## src/rtl/axi4_stream_initiator_type_1.sv

```systemverilog
`default_nettype none
// ============================================================================
// axi4_stream_initiator_type_1 : deterministic AXI4-Stream source with a
// stream/frame/packet/transfer hierarchy and optional active/pause windows.
// Revision 1.0
// ============================================================================
module axi4_stream_initiator_type_1 #(
  parameter int unsigned AxiStreamInitiatorIfTDataWidth         = 32,
  parameter int unsigned AxiStreamInitiatorIfTIdWidth           = 4,
  parameter int unsigned AxiStreamInitiatorIfTDestWidth         = 4,
  parameter int unsigned AxiStreamInitiatorIfTId                = 0,
  parameter int unsigned AxiStreamInitiatorIfTDest              = 0,
  parameter string       AxiStreamInitiatorIfInitiatorMode      = "LOOP",
  parameter int unsigned AxiStreamInitiatorIfCyclesActive       = 0,
  parameter int unsigned AxiStreamInitiatorIfCyclesPause        = 0,
  parameter int unsigned AxiStreamInitiatorIfTransfersPerPacket = 1,
  parameter int unsigned AxiStreamInitiatorIfPacketsPerFrame    = 1,
  parameter int unsigned AxiStreamInitiatorIfFramesPerStream    = 1,
  parameter string       AxiStreamInitiatorIfTlastFlagTrigger   = "NONE"
) (
  input  logic                                      clk_m_axis_i,
  input  logic                                      rst_m_axis_ni,
  output logic                                      m_axis_tvalid_o,
  input  logic                                      m_axis_tready_i,
  output logic [AxiStreamInitiatorIfTDataWidth-1:0] m_axis_tdata_o,
  output logic                                      m_axis_tlast_o,
  output logic [AxiStreamInitiatorIfTIdWidth-1:0]   m_axis_tid_o,
  output logic [AxiStreamInitiatorIfTDestWidth-1:0] m_axis_tdest_o,
  output logic                                      m_axis_tdone_o
);

  localparam int unsigned DW  = AxiStreamInitiatorIfTDataWidth;
  localparam int unsigned IW  = AxiStreamInitiatorIfTIdWidth;
  localparam int unsigned TPP = (AxiStreamInitiatorIfTransfersPerPacket == 0) ? 1 : AxiStreamInitiatorIfTransfersPerPacket;
  localparam int unsigned PPF = (AxiStreamInitiatorIfPacketsPerFrame == 0) ? 1 : AxiStreamInitiatorIfPacketsPerFrame;
  localparam int unsigned FPS = (AxiStreamInitiatorIfFramesPerStream == 0) ? 1 : AxiStreamInitiatorIfFramesPerStream;

  localparam logic [DW-1:0] INIT = (DW <= 8)  ? DW'(32'h0000_00A0) :
                                   (DW <= 16) ? DW'(32'h0000_0A00) : DW'(32'hABC0_0B00);
  localparam logic [DW-1:0] STEP = (DW <= 8)  ? DW'(32'h0000_0001) :
                                   (DW <= 16) ? DW'(32'h0000_0101) : DW'(32'h0001_0001);

  localparam bit IS_SINGLE     = (AxiStreamInitiatorIfInitiatorMode == "SINGLE");
  localparam bit USE_PAUSE     = (AxiStreamInitiatorIfCyclesPause != 0);
  localparam bit TRIG_TRANSFER = (AxiStreamInitiatorIfTlastFlagTrigger == "TRANSFER");
  localparam bit TRIG_PACKET   = (AxiStreamInitiatorIfTlastFlagTrigger == "PACKET");
  localparam bit TRIG_FRAME    = (AxiStreamInitiatorIfTlastFlagTrigger == "FRAME");
  localparam bit TRIG_STREAM   = (AxiStreamInitiatorIfTlastFlagTrigger == "STREAM");

  localparam logic [1:0] ST_RESET  = 2'd0;
  localparam logic [1:0] ST_ACTIVE = 2'd1;
  localparam logic [1:0] ST_PAUSE  = 2'd2;
  localparam logic [1:0] ST_DONE   = 2'd3;

  logic [1:0]    state_q, state_d;
  logic [31:0]   active_cnt_q, active_cnt_d;
  logic [31:0]   pause_cnt_q, pause_cnt_d;
  logic [31:0]   beat_cnt_q, beat_cnt_d;
  logic [31:0]   pkt_cnt_q, pkt_cnt_d;
  logic [31:0]   frm_cnt_q, frm_cnt_d;
  logic [DW-1:0] tdata_q, tdata_d;
  logic [IW-1:0] tid_q, tid_d;

  logic handshake;
  logic last_of_packet;
  logic last_of_frame;
  logic last_of_stream;
  logic window_end;

  // Down-counters hold the number of beats/packets/frames still to go, so "1" marks the last one.
  assign last_of_packet = (beat_cnt_q == 32'd1);
  assign last_of_frame  = last_of_packet && (pkt_cnt_q == 32'd1);
  assign last_of_stream = last_of_frame && (frm_cnt_q == 32'd1);
  assign handshake      = (state_q == ST_ACTIVE) && m_axis_tready_i;
  // The handshake that drains the window's last eligible cycle ends it; a stall defers the pause.
  assign window_end     = USE_PAUSE && (active_cnt_q <= 32'd1);

  always_ff @(posedge clk_m_axis_i) begin
    if (!rst_m_axis_ni) begin
      state_q      <= ST_RESET;
      active_cnt_q <= 32'(AxiStreamInitiatorIfCyclesActive);
      pause_cnt_q  <= '0;
      beat_cnt_q   <= 32'(TPP);
      pkt_cnt_q    <= 32'(PPF);
      frm_cnt_q    <= 32'(FPS);
      tdata_q      <= INIT;
      tid_q        <= IW'(AxiStreamInitiatorIfTId);
    end else begin
      state_q      <= state_d;
      active_cnt_q <= active_cnt_d;
      pause_cnt_q  <= pause_cnt_d;
      beat_cnt_q   <= beat_cnt_d;
      pkt_cnt_q    <= pkt_cnt_d;
      frm_cnt_q    <= frm_cnt_d;
      tdata_q      <= tdata_d;
      tid_q        <= tid_d;
    end
  end

  always_comb begin
    state_d      = state_q;
    active_cnt_d = active_cnt_q;
    pause_cnt_d  = pause_cnt_q;
    beat_cnt_d   = beat_cnt_q;
    pkt_cnt_d    = pkt_cnt_q;
    frm_cnt_d    = frm_cnt_q;
    tdata_d      = tdata_q;
    tid_d        = tid_q;

    case (state_q)
      ST_RESET: begin
        state_d      = ST_ACTIVE;
        active_cnt_d = 32'(AxiStreamInitiatorIfCyclesActive);
      end
      ST_ACTIVE: begin
        if (active_cnt_q != 32'd0) active_cnt_d = active_cnt_q - 32'd1;
        if (handshake) begin
          if (IS_SINGLE && last_of_stream) begin
            state_d = ST_DONE;
          end else if (window_end) begin
            state_d     = ST_PAUSE;
            pause_cnt_d = 32'(AxiStreamInitiatorIfCyclesPause - 1);
          end
        end
      end
      ST_PAUSE: begin
        if (pause_cnt_q == 32'd0) begin
          state_d      = ST_ACTIVE;
          active_cnt_d = 32'(AxiStreamInitiatorIfCyclesActive);
        end else begin
          pause_cnt_d = pause_cnt_q - 32'd1;
        end
      end
      default: state_d = ST_DONE;
    endcase

    if (handshake) begin
      tdata_d = tdata_q + STEP;
      if (!last_of_packet) begin
        beat_cnt_d = beat_cnt_q - 32'd1;
      end else begin
        beat_cnt_d = 32'(TPP);
        if (pkt_cnt_q != 32'd1) begin
          pkt_cnt_d = pkt_cnt_q - 32'd1;
        end else begin
          pkt_cnt_d = 32'(PPF);
          if (frm_cnt_q != 32'd1) begin
            frm_cnt_d = frm_cnt_q - 32'd1;
          end else begin
            frm_cnt_d = 32'(FPS);
            tid_d     = tid_q + IW'(1);
          end
        end
      end
    end
  end

  always_comb begin
    m_axis_tvalid_o = (state_q == ST_ACTIVE);
    m_axis_tdone_o  = (state_q == ST_DONE);
    m_axis_tdata_o  = tdata_q;
    m_axis_tid_o    = tid_q;
    m_axis_tdest_o  = AxiStreamInitiatorIfTDestWidth'(AxiStreamInitiatorIfTDest);
    if (TRIG_TRANSFER)    m_axis_tlast_o = 1'b1;
    else if (TRIG_PACKET) m_axis_tlast_o = last_of_packet;
    else if (TRIG_FRAME)  m_axis_tlast_o = last_of_frame;
    else if (TRIG_STREAM) m_axis_tlast_o = last_of_stream;
    else                  m_axis_tlast_o = 1'b0;
  end

endmodule
`default_nettype wire

```

## config.mk

```make
export PLATFORM = sky130hd
export DESIGN_NAME = axi4_stream_initiator_type_1
export DESIGN_NICKNAME = d
export VERILOG_FILES = /design/src/rtl/axi4_stream_initiator_type_1.sv
export SDC_FILE = /design/constraint.sdc
export NUM_CORES = 1
export LEC_CHECK = 0
export ABC_AREA = 1
export BUFFER_PORTS_ARGS = -buffer_cell sky130_fd_sc_hd__buf_2
export CAP_MARGIN = 10
export CORE_MARGIN = 3
export CORE_UTILIZATION = 55
export DETAILED_ROUTE_END_ITERATION = 7
export GPL_ROUTABILITY_DRIVEN = 0
export PLACE_DENSITY = 0.7
export SYNTH_ARGS = -nofsm -noshare
export SYNTH_HDL_FRONTEND = slang
export SYNTH_SLANG_ARGS = --single-unit
```

## constraint.sdc

```tcl
create_clock -name clk_m_axis_i -period 2.9 [get_ports clk_m_axis_i]
set_clock_uncertainty 0.1 [all_clocks]
set_input_delay 0 -clock clk_m_axis_i [delete_from_list [all_inputs] [get_ports clk_m_axis_i]]
set_output_delay 0 -clock clk_m_axis_i [all_outputs]
set_load 0.01 [all_outputs]
```

==> flow_metrics.tcl, run 1 <==
set metrics [dict create \
    cts_num_sinks 166 \
    min_path_cells 4 \
    vias_per_cell 5.18 \
    final_util_pct 62.0 \
    r2r_setup_slack_ns 0.65 \
    r2r_end "frm_cnt_q[9]" \
    antenna_found_initial 0 \
    synth-xor-area-share_pct 4.67 \
    clkSlewWorstSetupHoldPaths_ns 0.07 \
    synth.distinct_cells 38 \
    cts-root-buf "clkbuf_16" \
    ctsResizeCount 0 \
    grt_util_met1_pct 34.9 \
    synth-main-ff-cell "dfxtp_1" \
    grt_util_met2_pct 40.0 \
    drt_wl_total_um 24200 \
    antenna_cells 0 \
    clockBufferDepth 2 \
    synthSimpleGateAreaFrac_pct 43.2 \
    fin_setup_tns_ns 0 \
    min_from "m_axis_tready_i" \
    status "finished, final reports clean" \
    grt_pass1_vias 8628 \
    setup.worst_path.class "flop to flop" \
    slew_viol_final 0 \
    die_h_um 139 \
    reg2reg_depth 11 \
    tightest_slew_ns 0.645 \
    setup_viol 0 \
    synth_edf_count 0 \
    met3_usage_pct 5.31 \
    dieArea_um2 19400 \
    cts_buffers 17 \
    cp_max_fo 25 \
    cp.required_ns 3.18 \
    drtAntennaViolNets 0 \
    pwr_density_cell_nw_per_um2 553 \
    io_buffers 40 \
    cts_tree "built" \
    startpoint_type "flop" \
    synth-compound-area-share_pct 8.57 \
    cp.arrival_ns 2.53 \
    post_cts_buffers 0 \
    start_util_pct 56.2 \
    yosysSeqAreaShare_pct 34.1 \
    ys_seq_elements 166 \
    nets 1609 \
    synth_adder_area_share_pct 1.28 \
    worstReg2RegStart "beat_cnt_q[1]" \
    post-route-drc-count 0 \
    period_share_pct 77.5 \
    die_w_um 139 \
    dp.final_hpwl_um 17700 \
    first_iter_violations 614 \
    synthMuxAreaShare_pct 0 \
    netlist.area_leader.share_pct 34.1 \
    ys_async_sr_fraction_pct 0 \
    ir_drop_mv 0.438 \
    track_usage_pct 25.1 \
    grt_max_degree 47 \
    syn_inst 1560 \
    yosys.area.top_type "dfxtp_1" \
    slew_headroom_pct 56.9 \
    io_pins 46 \
    grt_pass1_wl_um 40800 \
    syn_area_um2 9750 \
    drive_gt1_share_pct 8.70 \
    firstDrtPassIters 6 \
    via_count 9495 \
    grt_overflow_total 0 \
    cp-end-kind "flop" \
    rows 48 \
    hold_path.class "input pin to flop" \
    synth_top_family_by_area "simple AND/OR/NAND/NOR gates" \
    clock_latency_ns 0.44 \
    avgSynthCellArea_um2 6.25 \
    areaGrowthSynthToFinish_pct 10.3 \
    wl_per_cell_um 13.2 \
    fin_crit_ns 2.25 \
    final_hold_viol_count 0 \
    yosys-top-cells-area "dfxtp_1, nand2_1, nor2_1" \
    min_to "m_axis_tdata_o[1]" \
    fmax_mhz 445 \
    rsz0062_at_grt "false" \
    power.leakage_nw 5.16 \
    core_region_area_um2 17400 \
    htree_levels 4 \
    busiest_layer "met2" \
    ys_warn_count 0 \
    maxCapViolations 0 \
]
per-stage QoR:
stage	hold slack, ns	setup slack [ns]	instances	total power (W)	cell area (um^2)
after floorplan	0.0756	1.14	1564	0.00332	9770
after detailed placement	0.294	0.698	1801	0.00357	10100
after global placement	0.291	0.751	1801	0.00357	10100
final	0.0758	0.654	1834	0.00595	10800
after global routing	0.0973	0.411	1834	0.00622	10800
after CTS	0.0555	0.673	1834	0.00598	10800
worst max path at each step:
| stage | to | cells past startpoint | start |
|---|---|---|---|
| after global placement | frm_cnt_q[2] | 11 | beat_cnt_q[1] |
| after floorplan | pkt_cnt_q[29] | 12 | beat_cnt_q[1] |
| after detailed placement | frm_cnt_q[9] | 11 | beat_cnt_q[1] |
| after global routing | frm_cnt_q[9] | 11 | beat_cnt_q[1] |
| after CTS | frm_cnt_q[9] | 11 | beat_cnt_q[1] |
| final | frm_cnt_q[9] | 11 | beat_cnt_q[1] |
logic make-up after synthesis:
group / after synthesis
AOI/OAI and AO/OA: 163
xor gates and xnor gates: 52
other: 1
and+or+nand+nor: 978
buffers and inverters: 190
DFF: 166
adders and majority gates: 10
timing repair:
action,CTS,global route
hold buffers,1,0
endpoints found under the hold margin,13,0
endpoints found under the setup margin,0,0
registers in the layout, summed over array words and instances (netlist names):
register	flops
pause_cnt_q	32
m_axis_tid_o	4
state_q	2
beat_cnt_q	32
m_axis_tdata_o	32
pkt_cnt_q	32
frm_cnt_q	32
synth_stat cells (2+ instances only):
library cell    n
nand2_1       411
nor2_1        347
dfxtp_1       166
inv_1         143
a21oi_1        98
nand3_1        84
o21ai_0        49
nand4_1        40
xor2_1         34
nor3_1         31
xnor2_1        18
nor2_2         17
buf_2          13
clkbuf_1       13
ha_1           10
nand2_2        10
nor2_4         10
buf_4           9
nand3b_1        8
o21ai_1         7
inv_2           6
buf_6           4
nor3b_1         4
a21o_1          3
nor2_8          3
nor4_1          3
or2_2           3
a31oi_1         2
clkinv_1        2
nand2_4         2
nand3_2         2
o21a_1          2
cell usage in the layout (no fill, tap or decap), drive strengths merged, types with 4 or more instances in the layout:
cell / count
nand4: 41
buf: 51
nand3: 86
clkinv: 6
nor2: 377
xor2: 34
dfxtp: 166
nor3: 31
nor3b: 4
a21oi: 98
conb: 5
nand2: 423
nand3b: 8
o21ai: 56
clkbuf: 19
inv: 154
ha: 10
xnor2: 18
power breakdown:
part	leakage, nW	internal [W]	switching, W
sequential	1.34	0.00233	0.0000517
combinational	3.52	0.000321	0.000834
clock	0.305	0.00141	0.00100
layer usage:
metal	wire (um)	vias to the layer above
met5	0	-
met4	331	0
met3	866	38
met2	11000	169
met1	11900	4275
li1	-	5013
worst max-delay path, cell delays in order, from the launching register on:
cell and delay, ns:
dfxtp_1 0.31, inv_1 0.11, ha_1 0.21, nand2_1 0.07, nor2_1 0.16, nand3_2 0.17, nor2_8 0.34, nand2_2 0.13
buf_4 0.24, o21ai_0 0.19, nand2_1 0.07, nor2_1 0.08
cell type report:
type / instances / area, um^2
Clock inverter: 13 / 169
Tap cell: 225 / 282
Multi-Input combinational cell: 1208 / 5660
Fill cell: 1720 / 6600
Timing Repair Buffer: 52 / 305
Clock buffer: 19 / 453
Sequential cell: 166 / 3320
Inverter: 151 / 567
Power figures use the tool's default switching activity.
==> run 2, diff against run 1 <==
clock period = 2.3 ns   (was 2.9 ns; I/O delays follow)
==> run 2 against run 1 <==
First-iteration DRC count increased by 22%. Routed wire length about the same. Clock power is 24% higher. Power up 26%. Core utilization is 0.53 points higher. Highest routed layer unchanged.
==> flow_metrics.tcl, run 2 (synthesized netlist as in run 1, its figures left out) <==
set metrics [dict create \
    status "finished, final reports clean" \
    dp.final_hpwl_um 17900 \
    drt_wl_total_um 24200 \
    setup.worst_path.class "flop to flop" \
    cp.arrival_ns 2.26 \
    power.leakage_nw 5.21 \
    cts_tree "built" \
    die_w_um 139 \
    htree_levels 4 \
    io_buffers 40 \
    pwr_density_cell_nw_per_um2 691 \
    areaGrowthSynthToFinish_pct 11.2 \
    startpoint_type "flop" \
    antenna_cells 0 \
    first_iter_violations 750 \
    clock_latency_ns 0.43 \
    antenna_found_initial 0 \
    track_usage_pct 25.1 \
    final_common_cell "nand2_1" \
    r2r_end "m_axis_tdata_o[28]" \
    min_to "m_axis_tdata_o[1]" \
    worstReg2RegStart "m_axis_tdata_o[5]" \
    maxCapViolations 0 \
    fin_crit_ns 2.07 \
    drtAntennaViolNets 0 \
    reg2reg_depth 9 \
    pre_cts_slack_ns 0.250 \
    slew_viol_final 0 \
    final_hold_viol_count 0 \
    fmax_mhz 482 \
    start_util_pct 56.2 \
    ir_drop_mv 0.584 \
    cp-end-kind "flop" \
    clkSlewWorstSetupHoldPaths_ns 0.06 \
    rsz0062_at_grt "false" \
    vias_per_cell 5.23 \
    grt_pass1_vias 8811 \
    grt_overflow_total 0 \
    fin_cells 1845 \
    hold_path.class "input pin to flop" \
    min_from "m_axis_tready_i" \
    grt_pass1_wl_um 41400 \
    slew_headroom_pct 55.2 \
    placed_cells 1810 \
    r2r_setup_slack_ns 0.23 \
    setup_viol 0 \
    cp.required_ns 2.49 \
    clockBufferDepth 2 \
    die_h_um 139 \
    core_region_area_um2 17400 \
    final_cell_mix "nand2_1, nor2_1, dfxtp_1, inv_1, a21oi_1" \
    cts-root-buf "clkbuf_16" \
    cts_buffers 17 \
    n_fill_cell 1685 \
    fin_setup_tns_ns 0 \
    tightest_slew_ns 0.672 \
    fin_ws_ns 0.227 \
    period_share_pct 90.1 \
    cp_max_fo 5 \
    wl_per_cell_um 13.1 \
    dieArea_um2 19400 \
    min_path_cells 4 \
    p_total_w 0.00750 \
    nets 1620 \
    cts_num_sinks 166 \
    firstDrtPassIters 5 \
    via_count 9658 \
    rows 48 \
    io_pins 46 \
    drive_gt1_share_pct 9.32 \
    post-route-drc-count 0 \
    grt_max_degree 44 \
]
[run 2: changes by cell type in the layout (fill, tap and decap cells not counted), sizes merged]
cell | before | now
buf | 51 | 62
clkinvlp | 1 | 3
clkinv | 6 | 5
inv | 154 | 153
[run 2: worst max-delay path, cell delays in order, from the launching register on]
cell and delay [ns]:
dfxtp_1 0.41, nand2_1 0.16, nor2_1 0.21, nand2_1 0.11
o21ai_0 0.49, nand2_1 0.16, inv_1 0.13, nand3_1 0.07
nand2_1 0.08, nor2_1 0.03
[run 2: how the worst max path moves through the flow]
stage                                  from                 end  slack [ns]  cells past startpoint
final                     m_axis_tdata_o[5]  m_axis_tdata_o[28]        0.23                      9
after global routing      m_axis_tdata_o[5]  m_axis_tdata_o[28]        0.03                      9
after CTS                     beat_cnt_q[1]        frm_cnt_q[9]        0.22                     11
after detailed placement      beat_cnt_q[1]        frm_cnt_q[9]        0.25                     11
after global placement    m_axis_tdata_o[5]  m_axis_tdata_o[28]        0.29                      9
after floorplan               beat_cnt_q[1]       pkt_cnt_q[29]        0.54                     12
[run 2: repair_timing]
item	4_1_cts	5_1_grt
hold buffers	1	0
gates resized for setup	0	1
buffers inserted	0	2
endpoints found under the setup margin	0	2
endpoints found under the hold margin	13	0
[run 2: area by class of cell]
class	count	area, um^2	share of cell area, %
Timing Repair Buffer	63	400	3.69
Clock buffer	19	443	4.08
Inverter	151	567	5.23
Multi-Input combinational cell	1208	5660	52.2
Clock inverter	13	173	1.59
Sequential cell	166	3320	30.6
Tap cell	225	282	2.60
[run 2: through the flow]
| stage | area [um^2] | hold slack, ns | util, % |
|---|---|---|---|
| 2_1_floorplan | 9770 | 0.0756 | - |
| 4_1_cts | 10800 | 0.0809 | 62.4 |
| 3_3_place_gp | 10200 | 0.295 | 58.8 |
| 3_5_place_dp | 10200 | 0.296 | 58.8 |
| 6_report | 10800 | 0.0874 | 62.5 |
| 5_1_grt | 10800 | 0.114 | 62.5 |
[run 2: where the power goes]
group,switching [W],leakage [nW],internal (W)
Sequential,0.0000635,1.34,0.00294
Clock,0.00123,0.292,0.00176
Combinational,0.00106,3.58,0.000457
[run 2: layer usage]
| metal | vias to the layer above | share of wire, % | track usage, % |
|---|---|---|---|
| li1 | 5036 | - | - |
| met1 | 4387 | 50 | 35.6 |
| met2 | 212 | 45 | 40.5 |
| met3 | 23 | 4.8 | 4.48 |
| met4 | 0 | 1.1 | 5.30 |
| met5 | - | 0 | 0 |
